===== src/rtl/apb_i2c_arbiter.sv =====
// Two-requester round-robin APB master in front of the APB-to-I2C slave.
// Runs SETUP/ACCESS phases, returns read data/status, and aborts stalled accesses.
module apb_i2c_arbiter #(
  parameter int unsigned WAIT_MAX = 16
) (
  input  logic        PCLK,
  input  logic        PRESETn,
  input  logic [1:0]  REQ_VALID,
  input  logic [1:0]  REQ_WRITE,
  input  logic [63:0] REQ_ADDR,
  input  logic [63:0] REQ_WDATA,
  output logic [1:0]  REQ_GNT,
  output logic [1:0]  RSP_VALID,
  output logic [31:0] RSP_RDATA,
  output logic        RSP_ERR,
  output logic        PSELx,
  output logic        PENABLE,
  output logic        PWRITE,
  output logic [31:0] PADDR,
  output logic [31:0] PWDATA,
  input  logic [31:0] PRDATA,
  input  logic        PREADY,
  input  logic        PSLVERR
);

  localparam int unsigned CNT_W = $clog2(WAIT_MAX + 1);

  typedef enum logic [1:0] {
    ST_IDLE,
    ST_SETUP,
    ST_ACCESS,
    ST_RESP
  } state_e;

  state_e           state_q, state_d;
  logic [CNT_W-1:0] wait_cnt_q, wait_cnt_d, wait_inc;
  logic             last_q, last_d, winner;
  logic [1:0]       gnt_q, gnt_d;
  logic [1:0]       rsp_valid_q, rsp_valid_d;
  logic [31:0]      rsp_rdata_q, rsp_rdata_d;
  logic             rsp_err_q, rsp_err_d;
  logic             psel_q, psel_d;
  logic             penable_q, penable_d;
  logic             pwrite_q, pwrite_d;
  logic [31:0]      paddr_q, paddr_d;
  logic [31:0]      pwdata_q, pwdata_d;

  // last_q doubles as the owner of the transfer in flight.
  always_comb begin
    // NOTE: every variable gets a default before the case so no path can infer a latch.
    state_d     = state_q;
    wait_cnt_d  = wait_cnt_q;
    wait_inc    = wait_cnt_q + CNT_W'(1);
    last_d      = last_q;
    winner      = last_q;
    gnt_d       = '0;
    rsp_valid_d = '0;
    rsp_rdata_d = '0;
    rsp_err_d   = 1'b0;
    psel_d      = psel_q;
    penable_d   = penable_q;
    pwrite_d    = pwrite_q;
    paddr_d     = paddr_q;
    pwdata_d    = pwdata_q;

    case (state_q)
      ST_IDLE: begin
        psel_d    = 1'b0;
        penable_d = 1'b0;
        if (|REQ_VALID) begin
          winner        = (REQ_VALID == 2'b11) ? ~last_q : REQ_VALID[1];
          last_d        = winner;
          gnt_d[winner] = 1'b1;
          psel_d        = 1'b1;
          pwrite_d      = REQ_WRITE[winner];
          paddr_d       = winner ? REQ_ADDR[63:32]  : REQ_ADDR[31:0];
          pwdata_d      = winner ? REQ_WDATA[63:32] : REQ_WDATA[31:0];
          state_d       = ST_SETUP;
        end
      end

      ST_SETUP: begin
        penable_d  = 1'b1;
        wait_cnt_d = '0;
        state_d    = ST_ACCESS;
      end

      ST_ACCESS: begin
        if (PREADY) begin
          psel_d              = 1'b0;
          penable_d           = 1'b0;
          rsp_valid_d[last_q] = 1'b1;
          rsp_rdata_d         = pwrite_q ? '0 : PRDATA;
          rsp_err_d           = PSLVERR;
          state_d             = ST_RESP;
        end else begin
          wait_cnt_d = wait_inc;
          // Watchdog: unmapped addresses never raise PREADY and end up here.
          if (wait_inc == CNT_W'(WAIT_MAX)) begin
            psel_d              = 1'b0;
            penable_d           = 1'b0;
            rsp_valid_d[last_q] = 1'b1;
            rsp_err_d           = 1'b1;
            state_d             = ST_RESP;
          end
        end
      end

      ST_RESP: state_d = ST_IDLE;

      default: state_d = ST_IDLE;
    endcase
  end

  always_ff @(posedge PCLK) begin
    // NOTE: sequential state uses non-blocking assignments so every flop samples pre-edge values.
    if (!PRESETn) begin
      state_q     <= ST_IDLE;
      wait_cnt_q  <= '0;
      last_q      <= 1'b1;
      gnt_q       <= '0;
      rsp_valid_q <= '0;
      rsp_rdata_q <= '0;
      rsp_err_q   <= 1'b0;
      psel_q      <= 1'b0;
      penable_q   <= 1'b0;
      pwrite_q    <= 1'b0;
      paddr_q     <= '0;
      pwdata_q    <= '0;
    end else begin
      state_q     <= state_d;
      wait_cnt_q  <= wait_cnt_d;
      last_q      <= last_d;
      gnt_q       <= gnt_d;
      rsp_valid_q <= rsp_valid_d;
      rsp_rdata_q <= rsp_rdata_d;
      rsp_err_q   <= rsp_err_d;
      psel_q      <= psel_d;
      penable_q   <= penable_d;
      pwrite_q    <= pwrite_d;
      paddr_q     <= paddr_d;
      pwdata_q    <= pwdata_d;
    end
  end

  assign REQ_GNT   = gnt_q;
  assign RSP_VALID = rsp_valid_q;
  assign RSP_RDATA = rsp_rdata_q;
  assign RSP_ERR   = rsp_err_q;
  assign PSELx     = psel_q;
  assign PENABLE   = penable_q;
  assign PWRITE    = pwrite_q;
  assign PADDR     = paddr_q;
  assign PWDATA    = pwdata_q;

endmodule


===== config.mk =====
export PLATFORM = sky130hd
export DESIGN_NAME = apb_i2c_arbiter
export DESIGN_NICKNAME = d
export VERILOG_FILES = /design/src/rtl/apb_i2c_arbiter.sv
export SDC_FILE = /design/constraint.sdc
export NUM_CORES = 1
export LEC_CHECK = 0
export ABC_AREA = 0
export ABC_CLOCK_PERIOD_IN_PS = 1570
export CAP_MARGIN = 10
export CORE_MARGIN = 10
export CORE_UTILIZATION = 32
export CTS_BUF_LIST = sky130_fd_sc_hd__clkbuf_16
export DETAILED_ROUTE_END_ITERATION = 8
export GPL_ROUTABILITY_DRIVEN = 0
export PLACE_DENSITY = 0.81
export SYNTH_ARGS = -nofsm -noshare
export SYNTH_HDL_FRONTEND = slang
export SYNTH_SLANG_ARGS = --single-unit

===== constraint.sdc =====
create_clock -name PCLK -period 1.57 [get_ports PCLK]
set_input_delay 0.314 -clock PCLK [delete_from_list [all_inputs] [get_ports PCLK]]
set_output_delay 0.314 -clock PCLK [all_outputs]
set_load 0.02 [all_outputs]

==> run_results.csv <==
group,metric,value,unit
critical_path,cp-start-kind,"register",
floorplan,initial_core_util,32.88,%
critical_path,path_class,"register to register",
clocking,cts_htree_levels,3,
clocking,clkLatencyLatePin,340,ps
floorplan,dieWidth,131.3,µm
floorplan,ios,272,
synth,yosys_register_bits,112,
worst_hold_path,holdPathEnd,"PADDR[6]$_SDFFE_PN0P_",
placed_design,placed_area,6987,µm²
timing,maxClockFrequency,595.2,MHz
final_layout,final_nets,836,
timing,fin_hold_ws,460.4,ps
drt,ant_nets,0,
critical_path,r2r_start,"state_q[1]$_SDFFE_PN0P_",
synth,synth_top_flop_cell,"dfxtp_1",
placed_design,port_buffers,271,
drt,detail_route.wl_per_cell,20.19,µm
final_layout,final_area,7502,µm²
critical_path,crit_arrival,1900,ps
critical_path,r2r_slack,-110,ps
drt,first_pass_iters,9,
worst_hold_path,hold_class,"register to register",
floorplan,coreArea,12060,µm²
timing,finalMaxSlewViolations,0,
synth,avgSynthCellArea,10.78,µm²
timing,hold_violations,0,
clocking,cts_made_buffers,9,
final_layout,multiInputGateArea,1356,µm²
synth,syn_area,3966,µm²
final_layout,regArea,2245,µm²
clocking,clock-sinks,112,
synth,ys_seq_area_share,56.53,%
placed_design,dp_slack,-344.7,ps
synth,mappedNetlistNets,540,
timing,finalCritPeriodShare,107.0,%
status,status,"complete, but fails checks",
critical_path,critPathCaptureType,"register",
timing,relSlewSlack,73.70,%
drt,num_vias,4103,
floorplan,die_height,131.3,µm
timing,setup_slack,-110.2,ps
clocking,clkTransAtPathRegs,70,ps
synth,yosysTopAreaCell,"dfxtp_1",
timing,setup_viol,53,
worst_hold_path,hold_start,"PADDR[6]$_SDFFE_PN0P_",
synth,synth_most_common_cell,"dfxtp_1",
critical_path,cp_max_fo,12,
critical_path,rr_worst_depth,8,
clocking,max-clock-path-buffers,2,
power,powerDensity,1313,nW/µm²
worst_hold_path,min_path_cells,2,
synth,synth_warnings,0,
synth,synth.area.top_cells,"dfxtp_1 (57%), a222oi_1 (16%), inv_1 (6.5%)",
timing,tightest_slew,393.6,ps
timing,rsz0062_at_grt,"true",
global_routing,grt_use_total,17.87,%
placed_design,dp_hpwl,12130,µm
global_routing,grt_max_degree,54,
timing,fin_skew,6.416,ps
drt,initialDrtViolationCount,490,
critical_path,required,1790,ps
power,ir_drop,733.1,µV
run,cap_violations,0,
synth,synth_commonest_cells,"dfxtp_1 (112), inv_1 (69), a222oi_1 (65)",
global_routing,antenna_found_initial,0,
synth,async_flop_share,0,%
status,failed_checks,"design-rule violations, negative setup slack",
final_layout,area_delta_synth_final,89.15,%
timing,final.min_clock_period,1680,ps
final_layout,nFillCells,1001,
synth,yosysTopAreaCellShare,56.53,%
synth,synth_cell_type_count,37,
drt,wl,16860,µm
global_routing,grt_pass1_vias,4212,
clocking,cts_root_buf,"clkbuf_16",
global_routing,grt.overflow.total,0,
floorplan,rows,40,
final_layout,diodes,0,
synth,synth_edf_count,0,
drt,vias_per_cell,4.914,
floorplan,dieArea,17250,µm²
drt,drc,9,
power,p_leak,3.749,nW
final_layout,drive_above_1_share,10.34,%
critical_path,r2r_end,"PWDATA[28]$_SDFFE_PN0P_",
power,finalPower,0.009854,W
clocking,cts_tree,"built",
synth,synthCells,368,
critical_path,crit_start,"state_q[1]$_SDFFE_PN0P_",
global_routing,grt_pass1_wl,24540,µm
where the power goes:
| group | switching [W] | internal (W) |
|---|---|---|
| registers | 0.000286 | 0.00339 |
| clock network | 0.000991 | 0.00121 |
| logic | 0.00198 | 0.00200 |
state kept, by name, indices dropped and copies added, names as in the netlist:
register	flops
RSP_ERR	1
PSELx	1
RSP_VALID	2
REQ_GNT	2
PADDR	32
wait_cnt_q	5
PWRITE	1
state_q	2
last_q	1
PWDATA	32
RSP_RDATA	32
PENABLE	1
cell families after synthesis:
kind of cell	Yosys count	synth area share, %
fa+ha+maj	4	1.262
compound gates	92	21.14
flops	112	56.53
mux	2	0.5048
buf+inv	96	11.01
simple gates	62	9.559
area by class of cell:
class | instances | share of cell area, %
flip-flops and latches | 112 | 29.92
clock buffers | 9 | 3.002
clock inverters | 5 | 0.6838
multi-input cells | 160 | 18.08
inverters | 69 | 3.452
well taps | 168 | 2.802
repair buffers | 312 | 42.06
how the worst max path moves through the flow:
stage                         endpoint  slack (ps)  cells after the start
2_1_floorplan  PWDATA[10]$_SDFFE_PN0P_          60                      8
3_3_place_gp   PWDATA[26]$_SDFFE_PN0P_        -280                      6
3_5_place_dp    PADDR[20]$_SDFFE_PN0P_        -340                      6
4_1_cts        PWDATA[24]$_SDFFE_PN0P_         -50                      8
5_1_grt         PWDATA[6]$_SDFFE_PN0P_        -180                      9
6_report       PWDATA[28]$_SDFFE_PN0P_        -110                      8
metrics by stage:
stage / setup TNS [ps] / util [%] / std cells
6_report: -2563 / 62.20 / 835
5_1_grt: -8180 / 62.20 / 835
4_1_cts: -1850 / 60.81 / 827
3_5_place_dp: -20140 / 57.93 / 806
3_3_place_gp: -16300 / 57.93 / 806
2_1_floorplan: 0 / - / 368
worst max-delay path, stage by stage, from the launching register on:
cell and delay, ps:
dfxtp_2 340, inv_2 50, ha_4 160, buf_4 140, nand3_4 60, a21oi_4 80, bufbuf_16 320, a222oi_1 320
inv_1 90
cell usage in the layout, fill, tap and decap left out, types with 2 or more instances in the layout:
cell type / netlist / routed
a21o_1: 2 / 2
nor3b_1: 4 / 4
bufbuf_16: 0 / 2
and2_1: 32 / 32
o21ai_0: 5 / 5
nand2_1: 7 / 7
nor2_1: 3 / 3
buf_6: 6 / 4
buf_16: 0 / 3
dlymetal6s2s_1: 0 / 2
a21oi_4: 0 / 2
inv_2: 0 / 2
clkbuf_16: 0 / 12
buf_4: 4 / 22
ha_4: 0 / 2
dlygate4sd2_1: 0 / 104
clkdlybuf4s50_1: 0 / 165
nand3_1: 4 / 3
nor2b_1: 5 / 5
ha_1: 4 / 2
inv_1: 69 / 68
mux2i_1: 2 / 2
a21oi_1: 6 / 5
dfxtp_1: 112 / 110
o21bai_1: 2 / 2
dfxtp_2: 0 / 2
buf_12: 0 / 6
clkinv_2: 0 / 2
a222oi_1: 65 / 65
routing by layer:
layer | wire, µm | part of all wire (%) | vias up | GRT usage (%)
met1 | 6376 | 38 | 1899 | 19.44
met3 | 1908 | 11 | 20 | 7.317
met5 | 0 | 0 | - | 0
li1 | - | - | 1935 | -
met4 | 348 | 2.1 | 0 | 7.231
met2 | 8222 | 49 | 249 | 30.20
timing repair:
| action | 4_1_cts | 5_1_grt |
|---|---|---|
| pin swaps | 4 | 39 |
| hold buffers | 0 | 0 |
| setup buffers | 2 | 6 |
| resized for setup | 110 | 18 |
| cloned | 5 | 3 |
| setup endpoints to repair | 141 | 61 |
Power figures use the tool's default switching activity.
